File: src/rtl/ft_pkg.sv
// Shared types and constants for the FT600 write-direction packer.
// Used by the packer top, its buffer FIFO and the bus interface.
package ft_pkg;

    localparam int FT_WORD_W = 16;
    localparam int FT_BE_W   = 2;
    localparam int FT_ENT_W  = FT_WORD_W + FT_BE_W;

    localparam logic [FT_BE_W-1:0] BE_FULL = 2'b11;
    localparam logic [FT_BE_W-1:0] BE_LOW  = 2'b01;

    typedef enum logic [1:0] {
        IDLE,
        WRITE,
        GAP
    } ft_state_e;

    typedef struct packed {
        logic [FT_BE_W-1:0]   be;
        logic [FT_WORD_W-1:0] data;
    } ft_ent_t;

endpackage

File: src/rtl/ft_tx_packer_if.sv
// Byte-stream input and FT600 write-side bus of ft_tx_packer.
// master = producer/top-level side, slave = the packer.
interface ft_tx_packer_if
    import ft_pkg::*;
#(
    parameter int FIFO_DEPTH = 16
);
    logic [7:0]                    in_data;
    logic                          in_valid;
    logic                          in_ready;
    logic                          ft_txe;
    logic                          ft_wr;
    logic [FT_WORD_W-1:0]          ft_data_out;
    logic [FT_BE_W-1:0]            ft_be_out;
    logic                          ft_data_oe;
    logic [$clog2(FIFO_DEPTH):0]   fifo_level;
    logic [15:0]                   burst_count;

    modport master (
        output in_data, in_valid, ft_txe,
        input  in_ready, ft_wr, ft_data_out, ft_be_out,
        input  ft_data_oe, fifo_level, burst_count
    );

    modport slave (
        input  in_data, in_valid, ft_txe,
        output in_ready, ft_wr, ft_data_out, ft_be_out,
        output ft_data_oe, fifo_level, burst_count
    );
endinterface

File: src/rtl/ft_sync_fifo.sv
// First-word-fall-through synchronous FIFO, power-of-two depth.
// A push into a full FIFO is taken only when a pop happens on the same edge.
module ft_sync_fifo
    import ft_pkg::*;
#(
    parameter int DEPTH = 16,
    parameter int W     = FT_ENT_W
) (
    input  logic                     clk,
    input  logic                     rst,
    input  logic                     push,
    input  logic [W-1:0]             wdata,
    input  logic                     pop,
    output logic [W-1:0]             rdata,
    output logic                     full,
    output logic                     empty,
    output logic [$clog2(DEPTH):0]   level
);
    localparam int AW = $clog2(DEPTH);

    logic [W-1:0] mem_q [DEPTH];
    logic [AW:0]  wp_q, wp_d;
    logic [AW:0]  rp_q, rp_d;
    logic         do_push, do_pop;

    assign level   = wp_q - rp_q;
    assign full    = (level == (AW+1)'(DEPTH));
    assign empty   = (level == '0);
    assign do_pop  = pop && !empty;
    assign do_push = push && (!full || do_pop);
    assign rdata   = mem_q[rp_q[AW-1:0]];

    always_comb begin
        wp_d = wp_q;
        rp_d = rp_q;
        if (do_push) wp_d = wp_q + 1'b1;
        if (do_pop)  rp_d = rp_q + 1'b1;
    end

    always_ff @(posedge clk) begin
        if (rst) begin
            wp_q <= '0;
            rp_q <= '0;
        end else begin
            wp_q <= wp_d;
            rp_q <= rp_d;
        end
    end

    // Storage is not reset; empty/level gate everything read from it.
    always_ff @(posedge clk) begin
        if (do_push) mem_q[wp_q[AW-1:0]] <= wdata;
    end

endmodule

File: src/rtl/ft_tx_packer.sv
// Packs a byte stream into 16-bit words and bursts them to the FT600.
// Optional lone-byte flush is enabled with `define FT_TX_FLUSH_EN.
module ft_tx_packer
    import ft_pkg::*;
#(
    parameter int FIFO_DEPTH   = 16,
    parameter int MAX_BURST    = 512,
    parameter int FLUSH_CYCLES = 64
) (
    input  logic          clk,
    input  logic          rst,
    ft_tx_packer_if.slave bus
);
    localparam int LW = $clog2(FIFO_DEPTH) + 1;
    localparam int BW = $clog2(MAX_BURST + 1);

    logic          accept, push, pop, full, empty;
    logic [LW-1:0] level;
    ft_ent_t       wr_ent, head;
    logic          start, xfer;

    logic          pend_q, pend_d;
    logic [7:0]    lo_q, lo_d;
    ft_state_e     state_q, state_d;
    logic          wr_n_q, wr_n_d;
    logic          oe_q, oe_d;
    logic [BW-1:0] wcnt_q, wcnt_d;
    logic [15:0]   burst_q, burst_d;

    ft_sync_fifo #(
        .DEPTH (FIFO_DEPTH),
        .W     (FT_ENT_W)
    ) u_fifo (
        .clk   (clk),
        .rst   (rst),
        .push  (push),
        .wdata (wr_ent),
        .pop   (pop),
        .rdata (head),
        .full  (full),
        .empty (empty),
        .level (level)
    );

    assign bus.in_ready = !rst && !full;
    assign accept       = bus.in_valid && bus.in_ready;

`ifdef FT_TX_FLUSH_EN
    localparam int FW = $clog2(FLUSH_CYCLES + 1);

    logic [FW-1:0] fcnt_q, fcnt_d;
    logic          flush_due;

    assign flush_due = (fcnt_q == FW'(FLUSH_CYCLES - 1));

    // Counts idle edges while a lone byte waits; saturates at timeout.
    always_comb begin
        fcnt_d = fcnt_q;
        if (accept || !pend_q)
            fcnt_d = '0;
        else if (!flush_due)
            fcnt_d = fcnt_q + 1'b1;
    end

    always_ff @(posedge clk) begin
        if (rst) fcnt_q <= '0;
        else     fcnt_q <= fcnt_d;
    end
`endif

    always_comb begin
        pend_d = pend_q;
        lo_d   = lo_q;
        push   = 1'b0;
        wr_ent = '{be: BE_FULL, data: {bus.in_data, lo_q}};
        if (accept) begin
            if (pend_q) begin
                push   = 1'b1;
                pend_d = 1'b0;
            end else begin
                lo_d   = bus.in_data;
                pend_d = 1'b1;
            end
        end
`ifdef FT_TX_FLUSH_EN
        else if (pend_q && flush_due && (!full || pop)) begin
            push   = 1'b1;
            pend_d = 1'b0;
            wr_ent = '{be: BE_LOW, data: {8'h00, lo_q}};
        end
`endif
    end

    assign start = !empty && !bus.ft_txe;
    assign xfer  = (state_q == WRITE) && !bus.ft_txe;
    assign pop   = xfer;

    always_comb begin
        state_d = state_q;
        wr_n_d  = wr_n_q;
        oe_d    = oe_q;
        wcnt_d  = wcnt_q;
        burst_d = burst_q;
        unique case (state_q)
            IDLE, GAP: begin
                if (start) begin
                    state_d = WRITE;
                    wr_n_d  = 1'b0;
                    oe_d    = 1'b1;
                    wcnt_d  = '0;
                end else begin
                    state_d = IDLE;
                    wr_n_d  = 1'b1;
                    oe_d    = 1'b0;
                end
            end
            WRITE: begin
                if (bus.ft_txe) begin
                    state_d = IDLE;
                    wr_n_d  = 1'b1;
                    oe_d    = 1'b0;
                    burst_d = burst_q + 16'd1;
                end else begin
                    wcnt_d = wcnt_q + 1'b1;
                    // Burst cap wins over FIFO-empty; either ends the burst once.
                    if (wcnt_d == BW'(MAX_BURST)) begin
                        state_d = GAP;
                        wr_n_d  = 1'b1;
                        oe_d    = 1'b0;
                        burst_d = burst_q + 16'd1;
                    end else if (level == LW'(1) && !push) begin
                        state_d = IDLE;
                        wr_n_d  = 1'b1;
                        oe_d    = 1'b0;
                        burst_d = burst_q + 16'd1;
                    end
                end
            end
            default: begin
                state_d = IDLE;
                wr_n_d  = 1'b1;
                oe_d    = 1'b0;
            end
        endcase
    end

    always_ff @(posedge clk) begin
        if (rst) begin
            pend_q  <= 1'b0;
            lo_q    <= '0;
            state_q <= IDLE;
            wr_n_q  <= 1'b1;
            oe_q    <= 1'b0;
            wcnt_q  <= '0;
            burst_q <= '0;
        end else begin
            pend_q  <= pend_d;
            lo_q    <= lo_d;
            state_q <= state_d;
            wr_n_q  <= wr_n_d;
            oe_q    <= oe_d;
            wcnt_q  <= wcnt_d;
            burst_q <= burst_d;
        end
    end

    assign bus.ft_wr       = wr_n_q;
    assign bus.ft_data_oe  = oe_q;
    assign bus.ft_data_out = oe_q ? head.data : '0;
    assign bus.ft_be_out   = oe_q ? head.be : '0;
    assign bus.fifo_level  = level;
    assign bus.burst_count = burst_q;

endmodule

File: src/flat_wrapper.sv
// flat-port wrapper written by rule: the top's interface ports become plain ports
module ft_tx_packer_flat import ft_pkg::*;
#(
    parameter int FIFO_DEPTH   = 16,
    parameter int MAX_BURST    = 512,
    parameter int FLUSH_CYCLES = 64
)
  (clk, rst, bus_in_data, bus_in_valid, bus_ft_txe, bus_in_ready, bus_ft_wr, bus_ft_data_out, bus_ft_be_out, bus_ft_data_oe, bus_fifo_level, bus_burst_count);
  ft_tx_packer_if #(.FIFO_DEPTH(FIFO_DEPTH)) bus_i ();
  input  logic clk;
  input  logic rst;
  input wire logic [$bits(bus_i.in_data)-1:0] bus_in_data;
  input wire logic [$bits(bus_i.in_valid)-1:0] bus_in_valid;
  input wire logic [$bits(bus_i.ft_txe)-1:0] bus_ft_txe;
  output wire logic [$bits(bus_i.in_ready)-1:0] bus_in_ready;
  output wire logic [$bits(bus_i.ft_wr)-1:0] bus_ft_wr;
  output wire logic [$bits(bus_i.ft_data_out)-1:0] bus_ft_data_out;
  output wire logic [$bits(bus_i.ft_be_out)-1:0] bus_ft_be_out;
  output wire logic [$bits(bus_i.ft_data_oe)-1:0] bus_ft_data_oe;
  output wire logic [$bits(bus_i.fifo_level)-1:0] bus_fifo_level;
  output wire logic [$bits(bus_i.burst_count)-1:0] bus_burst_count;
  assign bus_i.in_data = bus_in_data;
  assign bus_i.in_valid = bus_in_valid;
  assign bus_i.ft_txe = bus_ft_txe;
  assign bus_in_ready = bus_i.in_ready;
  assign bus_ft_wr = bus_i.ft_wr;
  assign bus_ft_data_out = bus_i.ft_data_out;
  assign bus_ft_be_out = bus_i.ft_be_out;
  assign bus_ft_data_oe = bus_i.ft_data_oe;
  assign bus_fifo_level = bus_i.fifo_level;
  assign bus_burst_count = bus_i.burst_count;
  ft_tx_packer #(.FIFO_DEPTH(FIFO_DEPTH), .MAX_BURST(MAX_BURST), .FLUSH_CYCLES(FLUSH_CYCLES)) u_core (.clk(clk), .rst(rst), .bus(bus_i));
endmodule
File: config.mk
export PLATFORM = sky130hd
export DESIGN_NAME = ft_tx_packer_flat
export DESIGN_NICKNAME = d
export VERILOG_FILES = /design/src/rtl/ft_pkg.sv /design/src/rtl/ft_tx_packer_if.sv /design/src/rtl/ft_sync_fifo.sv /design/src/rtl/ft_tx_packer.sv /design/src/flat_wrapper.sv
export SDC_FILE = /design/constraint.sdc
export NUM_CORES = 1
export LEC_CHECK = 0
export CORE_ASPECT_RATIO = 1.25
export CORE_MARGIN = 4
export CORE_UTILIZATION = 47
export DETAILED_ROUTE_END_ITERATION = 8
export MAX_ROUTING_LAYER = met4
export PLACE_DENSITY = 0.7
export SYNTH_ARGS = -nofsm -noshare
export SYNTH_HDL_FRONTEND = slang
export SYNTH_SLANG_ARGS = --single-unit
File: constraint.sdc
create_clock -name clk -period 4.1 [get_ports clk]
set_clock_uncertainty 0.15 [all_clocks]
set_input_delay 0.82 -clock clk [delete_from_list [all_inputs] [get_ports clk]]
set_output_delay 0.82 -clock clk [all_outputs]
set_load 0.05 [all_outputs]
Yosys cells after proc, flatten, opt, wreduce, memory -nomap -nowiden
Memories as Yosys holds them, arrays and structs flattened. A register that Yosys moved wholly into a read port is not among the register bits.
Cells that the tools add are included.
Widths: inputs -> output; s select.
{"block": "word_totals", "mem_bits_rw": 256, "regBits": 49, "input_bits": 12, "out_inout_bits": 42, "memories": 1, "wordCells": 75}
{"name": "u_core.u_fifo.mem_q", "words": 16, "width": 16, "read_ports": 1, "rd_ports_with_merged_regs": 1, "write_ports": 1, "line_no": "ft_sync_fifo.sv:21", "rtl": "logic [W-1:0] mem_q [DEPTH];"}
{"block": "op_classes", "n_reduce_logical": 21, "n_addsub": 5, "n_eq_ne": 8, "bitwise": 1, "n_mux": 30}
{"op": "$mux 16", "count": 4}
{"op": "$mux 10", "count": 2}
{"op": "$pmux 10 s2", "count": 1}
{"op": "$add 16x1->16 const B", "count": 1}
{"op": "$mux 1", "count": 14}
{"op": "$add 10x1->10 const B", "count": 1}
{"op": "$add 5x1->5 const B", "count": 2}
{"op": "$eq 10x10->1 const B", "count": 1}
{"op": "$mux 2", "count": 4}
{"op": "$mux 4", "count": 2}
{"op": "$logic_and 1x1->1", "count": 7}
{"op": "$eq 5x1->1 const B", "count": 1}
{"op": "$eq 5x5->1 const B", "count": 1}
{"op": "$logic_not 1->1", "count": 5}
{"op": "$logic_not 5->1", "count": 1}
{"op": "$sub 5x5->5", "count": 1}
{"op": "$ne 4x4->1 const B", "count": 1}
{"op": "$pmux 1 s2", "count": 2}
{"op": "$pmux 2 s2", "count": 1}
{"op": "$reduce_and 2->1", "count": 2}
{"op": "$reduce_and 3->1", "count": 1}
{"op": "$reduce_bool 3->1", "count": 1}
{"op": "$eq 2x1->1 const B", "count": 1}
{"op": "$eq 2x2->1 const B", "count": 1}
{"op": "7 further kinds", "count": 7}

Longest topological paths before layout
Gate-level depths: netlist of the first run.
{"block": "logic_depth", "depth_word": 12, "ltp_mapped": 12}

By module
From an unflattened synthesis of the first run, not the netlist that was laid out.
{"block": "unflattened", "hier_cells": 761, "hier_area_um2": 13676.9}
{"module": "ft_sync_fifo", "area_per_inst_um2": 11711.2, "cells_per_inst": 510, "n_inst": 1}
{"module": "ft_tx_packer", "area_per_inst_um2": 1965.6, "cells_per_inst": 251, "n_inst": 1}

Least setup slack after synthesis of the first run
No wires, ideal clock.
{"block": "synth_path", "path_kind": "flip-flop to flip-flop", "startpoint": "register u_core.u_fifo.rp_q[2]", "endpoint": "memory u_core.u_fifo.mem_q[3][0] in the netlist's numbering (enable)", "path_buffers": 1, "required_ps": 3541, "path_stages_with_launch": 10, "arrival_time_ps": 3579, "synth_period_minus_slack_ps": 4138, "path_slack_ps": -38, "path_cell_list": "dfxtp_1 -> inv_1 -> ha_1 -> nand2_1 -> o21ai_0 -> xor2_1 -> o31a_1 -> buf_2 -> nand2_1 -> nor3_1"}
{"block": "synth_via", "elab_chain_len": 9, "elab_cells_between_ends": 13, "classes_between": "add/sub (1); eq/ne (1); mux (3); reduce/logical (8)"}
{"element": "start: declaration", "line_no": "ft_sync_fifo.sv:23", "rtl": "logic [AW:0] rp_q, rp_d;"}
{"element": "start signal: assignment", "line_no": "ft_sync_fifo.sv:46", "rtl": "rp_q <= rp_d;"}
{"element": "$sub 5x5->5 *", "line_no": "ft_sync_fifo.sv:26", "rtl": "assign level = wp_q - rp_q;"}
{"element": "named net bus_fifo_level[3]", "line_no": "flat_wrapper.sv:20", "rtl": "output wire logic [$bits(bus_i.fifo_level)-1:0] bus_fifo_level;"}
{"element": "$eq 5x5->1", "line_no": "ft_sync_fifo.sv:27", "rtl": "assign full = (level == (AW+1)'(DEPTH));"}
{"element": "$logic_not 1->1", "line_no": "ft_sync_fifo.sv:30, ft_tx_packer.sv:45"}
{"element": "$logic_and 1x1->1", "line_no": "ft_tx_packer.sv:45", "rtl": "assign bus.in_ready = !rst && !full;"}
{"element": "$logic_and 1x1->1", "line_no": "ft_tx_packer.sv:46", "rtl": "assign accept = bus.in_valid && bus.in_ready;"}
{"element": "$mux 1", "line_no": "ft_tx_packer.sv:76", "rtl": "if (accept) begin"}
{"element": "$logic_and 1x1->1 *", "line_no": "ft_sync_fifo.sv:30", "rtl": "assign do_push = push && (!full || do_pop);"}
{"element": "$mux 1 *", "line_no": "ft_sync_fifo.sv:52", "rtl": "if (do_push) mem_q[wp_q[AW-1:0]] <= wdata;"}
{"element": "$mux 1 (implied by the code) *", "line_no": "ft_sync_fifo.sv:52"}
{"element": "end: declaration", "line_no": "ft_sync_fifo.sv:21"}
The timed path passes the listed nets; every way through them passes the cells marked *.

==> results of run 1 <==
-- power groups by stage --
stage | clock network (uW) | logic (uW) | registers, uW
finish | 2780 | 128 | 3420
detailed placement | 0 | 130 | 3480
global placement | 0 | 126 | 3480
floorplan | 0 | 72.1 | 3480
CTS | 2840 | 130 | 3420
global route | 2980 | 139 | 3420
-- metrics by stage --
step / setup slack (ns) / total power, uW
floorplan: 0.0145 / 3550
global placement: 0.556 / 3610
detailed placement: 0.541 / 3610
CTS: 0.0144 / 6390
global route: 0.00960 / 6530
finish: 0.0740 / 6330
-- final cells by class --
cell class	count	area, um^2
Timing Repair Buffer	77	742
Clock buffer	35	801
Fill cell	2026	11500
Multi-Input combinational cell	353	3590
Clock inverter	21	218
Inverter	12	45.0
Sequential cell	308	8730
Tap cell	340	425
-- layer usage --
layer,part of all wire,vias up,GRT usage,wire (um)
met4,0.027,0,0.0466,701
met1,0.40,3369,0.235,10400
met3,0.063,48,0.0284,1660
met2,0.51,237,0.314,13500
li1,-,2927,-,-
met5,0,-,-,0
-- worst min path at each step --
| stage | startpoint | cells after the start | to | slack, ns |
|---|---|---|---|---|
| 2_1_floorplan | u_core.u_fifo.wp_q[4] | 2 | u_core.u_fifo.wp_q[4] | 0.32 |
| 3_3_place_gp | u_core.bus.ft_wr | 2 | u_core.bus.ft_wr | 0.34 |
| 3_5_place_dp | u_core.bus.ft_wr | 2 | u_core.bus.ft_wr | 0.34 |
| 4_1_cts | u_core.bus.ft_wr | 2 | u_core.bus.ft_wr | 0.36 |
| 5_1_grt | u_core.u_fifo.wp_q[4] | 2 | u_core.u_fifo.wp_q[4] | 0.39 |
| 6_report | u_core.bus.ft_wr | 2 | u_core.bus.ft_wr | 0.36 |
-- sequential cells by signal, summed over array words and instances (netlist names), named ones only --
signal / count
u_core.u_fifo.rp_q: 5
u_core.state_q: 2
u_core.lo_q: 8
u_core.u_fifo.wp_q: 5
u_core.bus.ft_wr: 1
u_core.pend_q: 1
u_core.bus.burst_count: 16
u_core.wcnt_q: 10
u_core.u_fifo.mem_q: 256
-- placed cells by master (no fill, tap or decap), types with 8 or more instances in the layout --
cell type        instances
a21oi_1                 20
and2_1                  19
and3_1                  11
buf_4                   22
clkbuf_16               31
clkdlybuf4s50_1         37
clkinv_1                 8
dfxtp_1                 50
dlygate4sd2_1            9
edfxtp_1               256
ha_1                    12
inv_1                   11
mux2i_1                 10
mux4_2                  80
nand2_1                 17
nand2b_1                 8
nand3_1                 13
nand4_1                  9
nor2_1                  56
nor2_2                  12
nor2b_1                  9
o21ai_0                 10
xnor2_1                 12
xor2_1                   8
-- kinds of logic (layout without fill, tap and decap cells) --
group	count (synthesis)	in the layout	synth area share
AO/OA/AOI/OAI	54	54	0.0319
XOR/XNOR	20	20	0.0140
adder cells (fa/ha/maj)	13	13	0.0136
buffers and inverters	49	145	0.0170
flip-flops	308	308	0.699
multiplexers	95	95	0.157
AND/OR/NAND/NOR	171	171	0.0675
-- worst min-delay path, cell delays in order (launching register included) --
cell,delay (ns)
dfxtp_1,0.33
o21ai_0,0.09
nand2b_1,0.07
-- timing repair --
item / 4_1_cts / 5_1_grt
resized for setup: 9 / 5
buffers inserted: 0 / 0
setup endpoints to repair: 9 / 5
==> qor.tcl, run 1 <==
set qor(root_buffer) {clkbuf_16}
set qor(cp_cell_sequence) {buf_12, mux4_2, mux4_2, and2_1, clkdlybuf4s50_1}
set qor(ios) 54
set qor(seq_power_share) 0.540
set qor(port-buffer-count) 53
set qor(syn_area_um2) 12500
set qor(cp_num_cells) 5
set qor(finalMaxSlewViolations) 0
set qor(setup_viol) 0
set qor(synth_sequential_area_ratio) 0.699
set qor(ys_top_cells_by_count) {edfxtp_1, mux4_2, nor2_1}
set qor(netlist-cell-type-count) 47
set qor(reg2reg_setup_slack_ns) 0.53
set qor(netlist_top_cells_area) {edfxtp_1, mux4_2, dfxtp_1}
set qor(async_flop_share) 0
set qor(clock_network_latency_to_the_later_pin_of_the_worst_skew_pair_ns) 0.54
set qor(endpoint_class_of_the_critical_path) {primary output}
set qor(synth-seq-cells) 308
set qor(global_route_total_overflow) 0
set qor(first_global_vias) 7026
set qor(internal_power_uw) 5090
set qor(via_per_inst) 5.74
set qor(syn_to_final_growth_pct) 16.6
set qor(p_comb_frac) 0.020
set qor(grtUsageTotal) 0.184
set qor(required_worst_endpoint_ns) 3.13
set qor(postSynthCellCount) 710
set qor(critical_path.n_buffers_inverters) 2
set qor(design.die.area_um2) 29300
set qor(coreArea_um2) 26100
set qor(run_status) {completed}
set qor(cellLeakagePower_uw) 0.00485
set qor(postLayoutCoreUtil) 0.558
set qor(worst_slew_margin_relative_to_its_limit) 0.500
set qor(dr.pass1.iters) 5
set qor(power.switching_uw) 1240
set qor(drt_iter0_drc) 502
set qor(yosysWarnings) 0
set qor(max_stage_delay_ns) 0.71
set qor(cts_tree) {yes}
set qor(final-instance-count-excl-fill) 1146
set qor(syn_area_per_cell_um2) 17.6
set qor(ff2ff_path_depth) 11
set qor(number_of_remaining_drc_errors) 0
set qor(h_tree_levels) 1
set qor(num_vias) 6581
set qor(detailed_route_wire_length_per_cell_um) 23.0
set qor(placedCellCount) 1090
set qor(layout-drive-gt1-share) 0.230
set qor(worst-endpoint-arrival_ns) 3.06
set qor(core.rowCount) 66
set qor(dpl.hpwl_mm) 15.1
set qor(grt_pass1_wl_mm) 40.3
set qor(cts_hold_buffers) 0
set qor(detailed_place.area_um2) 13500
set qor(final_area_um2) 14600
set qor(cts.sink_count) 308
set qor(synthDominantAreaCellType) {edfxtp_1}
set qor(power.ir.vdd_worst_mv) 0.230
set qor(gp_congestion) 0.860
set qor(setup.worst_path.end) {bus_ft_data_out[4]}
set qor(diodes) 0
set qor(netSwitchingFraction) 0.196
set qor(initial_utilization) 0.478
set qor(die_height_um) 190
set qor(grt_start_max_net_pins) 65
set qor(clock_path_buffers) 3
set qor(worst-setup-path-type) {reg -> out}
set qor(total_count_of_hold_check_failures_in_the_final_report) 0
set qor(crit_path_top_delay_cell) {clkdlybuf4s50_1}
set qor(synthDominantCellAreaShare) 0.616
set qor(min_path_type) {reg -> reg}
set qor(critical_path_peak_fanout) 17
set qor(grt_setup_unrepaired) {no}
set qor(postRouteAntennaNets) 0
set qor(pwr_density_cell_nw_per_um2) 435
set qor(antenna_found_initial) 0
set qor(setup.worst_path.start_class) {flip-flop}
set qor(synth_ff_type) {edfxtp_1}
set qor(power.clock.fraction) 0.440
set qor(edff_count_synth) 256
set qor(die_width_um) 154
set qor(maxCapViolations) 0
set qor(min_period_ns) 4.03
set qor(final.hold.worst_slack_ns) 0.360
set qor(critPathMostFrequentCell) {mux4_2}
set qor(detail_route.wirelength_mm) 26.3
set qor(worst_r2r_endpoint) {u_core.bus.burst_count[15]}
set qor(cts_made_buffers) 30
set qor(nNetsFinal) 807
set qor(tns_ns) 0
set qor(beginning_of_the_worst_register_to_register_path) {u_core.u_fifo.wp_q[0]}
set qor(clkTransAtPathRegs_ns) 0.06
set qor(synth.most_common_cell) {edfxtp_1}
set qor(mappedNetlistNets) 735
set qor(max_freq_ghz) 0.248
set qor(post-route-period-util) 0.982
set qor(worst_path_dominant_cell_family) {multiplexers}
set qor(max_slew.worst_pin.slew_ns) 0.748
(Power assumes the default switching activity.)
==> run 2, diff against run 1 <==
Settings changed: GPL_TIMING_DRIVEN from default to 0.
==> qor.tcl, run 2 (synthesized netlist as in run 1, its figures left out) <==
set qor(run_status) {completed} ;# unchanged
set qor(via_per_inst) 5.68 ;# was 5.74
set qor(dr.pass1.iters) 5 ;# unchanged
set qor(final-instance-count-excl-fill) 1171 ;# was 1146
set qor(die_width_um) 154 ;# unchanged
set qor(critPathMostFrequentCell) {mux4_2} ;# unchanged
set qor(max_stage_delay_ns) 0.58 ;# was 0.71 ns
set qor(gp_congestion) 0.857 ;# was 0.860
set qor(drt_iter0_drc) 550 ;# was 502
set qor(detail_route.wirelength_mm) 26.5 ;# was 26.3 mm
set qor(root_buffer) {clkbuf_16} ;# unchanged
set qor(min_period_ns) 3.97 ;# was 4.03 ns
set qor(grtUsageTotal) 0.189 ;# was 0.184
set qor(nNetsFinal) 833 ;# was 807
set qor(total_power_uw) 6140 ;# was 6330 uW
set qor(clock_path_buffers) 3 ;# unchanged
set qor(clkTransAtPathRegs_ns) 0.06 ;# about the same
set qor(core.rowCount) 66 ;# unchanged
set qor(postRouteAntennaNets) 0 ;# unchanged
set qor(layout-drive-gt1-share) 0.236 ;# was 0.230
set qor(diodes) 0 ;# unchanged
set qor(cts.sink_count) 308 ;# unchanged
set qor(final_cell_mix) {edfxtp_1, mux4_2, nor2_1} ;# unchanged
set qor(setup_viol) 0 ;# unchanged
set qor(clock_network_latency_to_the_later_pin_of_the_worst_skew_pair_ns) 0.54 ;# about the same
set qor(pwr_density_cell_nw_per_um2) 418 ;# was 435 nW/um^2
set qor(grt_start_max_net_pins) 18 ;# was 65
set qor(global_route_total_overflow) 0 ;# unchanged
set qor(number_of_remaining_drc_errors) 0 ;# unchanged
set qor(place_worst_setup_slack_ns) -0.330 ;# was 0.541 ns
set qor(syn_to_final_growth_pct) 17.8 ;# was 16.6%
set qor(post_route_setup_slack_ns) 0.125 ;# was 0.0740 ns
set qor(power.ir.vdd_worst_mv) 0.283 ;# was 0.230 mV
set qor(grt_pass1_wl_mm) 41.1 ;# was 40.3 mm
set qor(cts_made_buffers) 29 ;# was 30
set qor(initial_utilization) 0.478 ;# unchanged
set qor(maxCapViolations) 0 ;# unchanged
set qor(crit_path_top_delay_cell) {dfxtp_1} ;# was clkdlybuf4s50_1
set qor(layout_commonest_cell) {edfxtp_1} ;# unchanged
set qor(min_path_type) {reg -> reg} ;# unchanged
set qor(cellLeakagePower_uw) 0.00489 ;# was 0.00485 uW
set qor(grt_setup_unrepaired) {no} ;# unchanged
set qor(worst-endpoint-arrival_ns) 3.00 ;# was 3.06 ns
set qor(die_height_um) 190 ;# unchanged
set qor(critical_path_peak_fanout) 10 ;# was 17
set qor(required_worst_endpoint_ns) 3.13 ;# about the same
set qor(setup.worst_path.start_class) {flip-flop} ;# unchanged
set qor(design.die.area_um2) 29300 ;# unchanged
set qor(num_vias) 6655 ;# was 6581
set qor(dpl.hpwl_mm) 17.9 ;# was 15.1 mm
set qor(cts_tree) {yes} ;# unchanged
set qor(max_slew.worst_pin.slew_ns) 0.953 ;# was 0.748 ns
set qor(h_tree_levels) 1 ;# unchanged
set qor(endpoint_class_of_the_critical_path) {primary output} ;# unchanged
set qor(total_count_of_hold_check_failures_in_the_final_report) 0 ;# unchanged
set qor(post-route-period-util) 0.969 ;# was 0.982
set qor(detailed_route_wire_length_per_cell_um) 22.6 ;# was 23.0 um
set qor(worst_slew_margin_relative_to_its_limit) 0.361 ;# was 0.500
set qor(worst-setup-path-type) {reg -> out} ;# unchanged
set qor(largest_register_ffs) 256 ;# unchanged
set qor(cp_cell_sequence) {clkbuf_2, mux4_2, mux4_2, and2_1, dlygate4sd2_1} ;# was buf_12, mux4_2, mux4_2, and2_1, clkdlybuf4s50_1
set qor(max_freq_ghz) 0.252 ;# was 0.248 GHz
set qor(placedCellCount) 1119 ;# was 1090
set qor(ios) 54 ;# unchanged
set qor(first_global_vias) 6913 ;# was 7026
set qor(antenna_found_initial) 0 ;# unchanged
set qor(tns_ns) 0 ;# unchanged
set qor(port-buffer-count) 53 ;# unchanged
set qor(coreArea_um2) 26100 ;# unchanged
set qor(finalMaxSlewViolations) 0 ;# unchanged
-- run 2: changes by cell type in the layout (fill, tap and decap cells not counted), sizes merged --
| cell | delta |
|---|---|
| dlygate4sd2 | +8 |
| clkbuf | +25 |
| dlymetal6s2s | -4 |
| clkdlybuf4s50 | -3 |
| buf | +7 |
| clkinv | -1 |
| clkinvlp | -4 |
| bufinv | -3 |
-- run 2: path summary, 6_finish.rpt --
path                               from                        end  slack [ns]  depth (start not counted)
hold reg to reg   u_core.u_fifo.wp_q[4]      u_core.u_fifo.wp_q[4]        0.35                          2
hold / removal    u_core.u_fifo.wp_q[4]      u_core.u_fifo.wp_q[4]        0.35                          2
setup / recovery              flip-flop        bus_ft_data_out[15]        0.13                          5
setup reg to reg  u_core.u_fifo.wp_q[0]  u_core.u_fifo.mem_q[1][1]        0.35                         11
-- run 2: worst max-delay path, delay by kind of cell, from the launching register on --
| kind | cells | cell delay (ns) |
|---|---|---|
| muxes | 2 | 0.85 |
| buffers and inverters | 2 | 0.84 |
| DFF | 1 | 0.58 |
| and+or+nand+nor | 1 | 0.19 |
-- run 2: per-layer routing --
metal / up-vias / global-route usage / part of all wire
met5: - / - / 0
met4: 0 / 0.0340 / 0.013
li1: 2981 / - / -
met3: 27 / 0.0254 / 0.054
met1: 3429 / 0.256 / 0.42
met2: 218 / 0.315 / 0.51
-- run 2: power breakdown --
group          internal [uW]  switching, uW  total [uW]
clock                   1470           1120        2590
combinational           45.1           89.4         134
sequential              3400           22.5        3420
-- run 2: what timing repair did --
action / CTS / global route
setup buffers: 0 / 0
hold buffers: 0 / 0
gates resized for setup: 48 / 9
setup endpoints to repair: 18 / 23
cloned: 0 / 0
pin swaps: 0 / 0
-- run 2: cell type report --
class	count	area (um^2)
Tap cell	340	425
Multi-Input combinational cell	353	3620
Clock inverter	13	116
Fill cell	2052	11400
Inverter	12	45.0
Clock buffer	41	822
Timing Repair Buffer	69	732
Sequential cell	308	8730
Buffer	35	218
-- run 2: per-stage QoR --
step	cell area [um^2]	hold WS (ns)	util
final	14700	0.350	0.563
after detailed placement	13700	0.345	0.526
after global placement	13400	0.335	0.515
after CTS	14700	0.354	0.563
after global routing	14700	0.392	0.563
after floorplan	12500	0.320	-
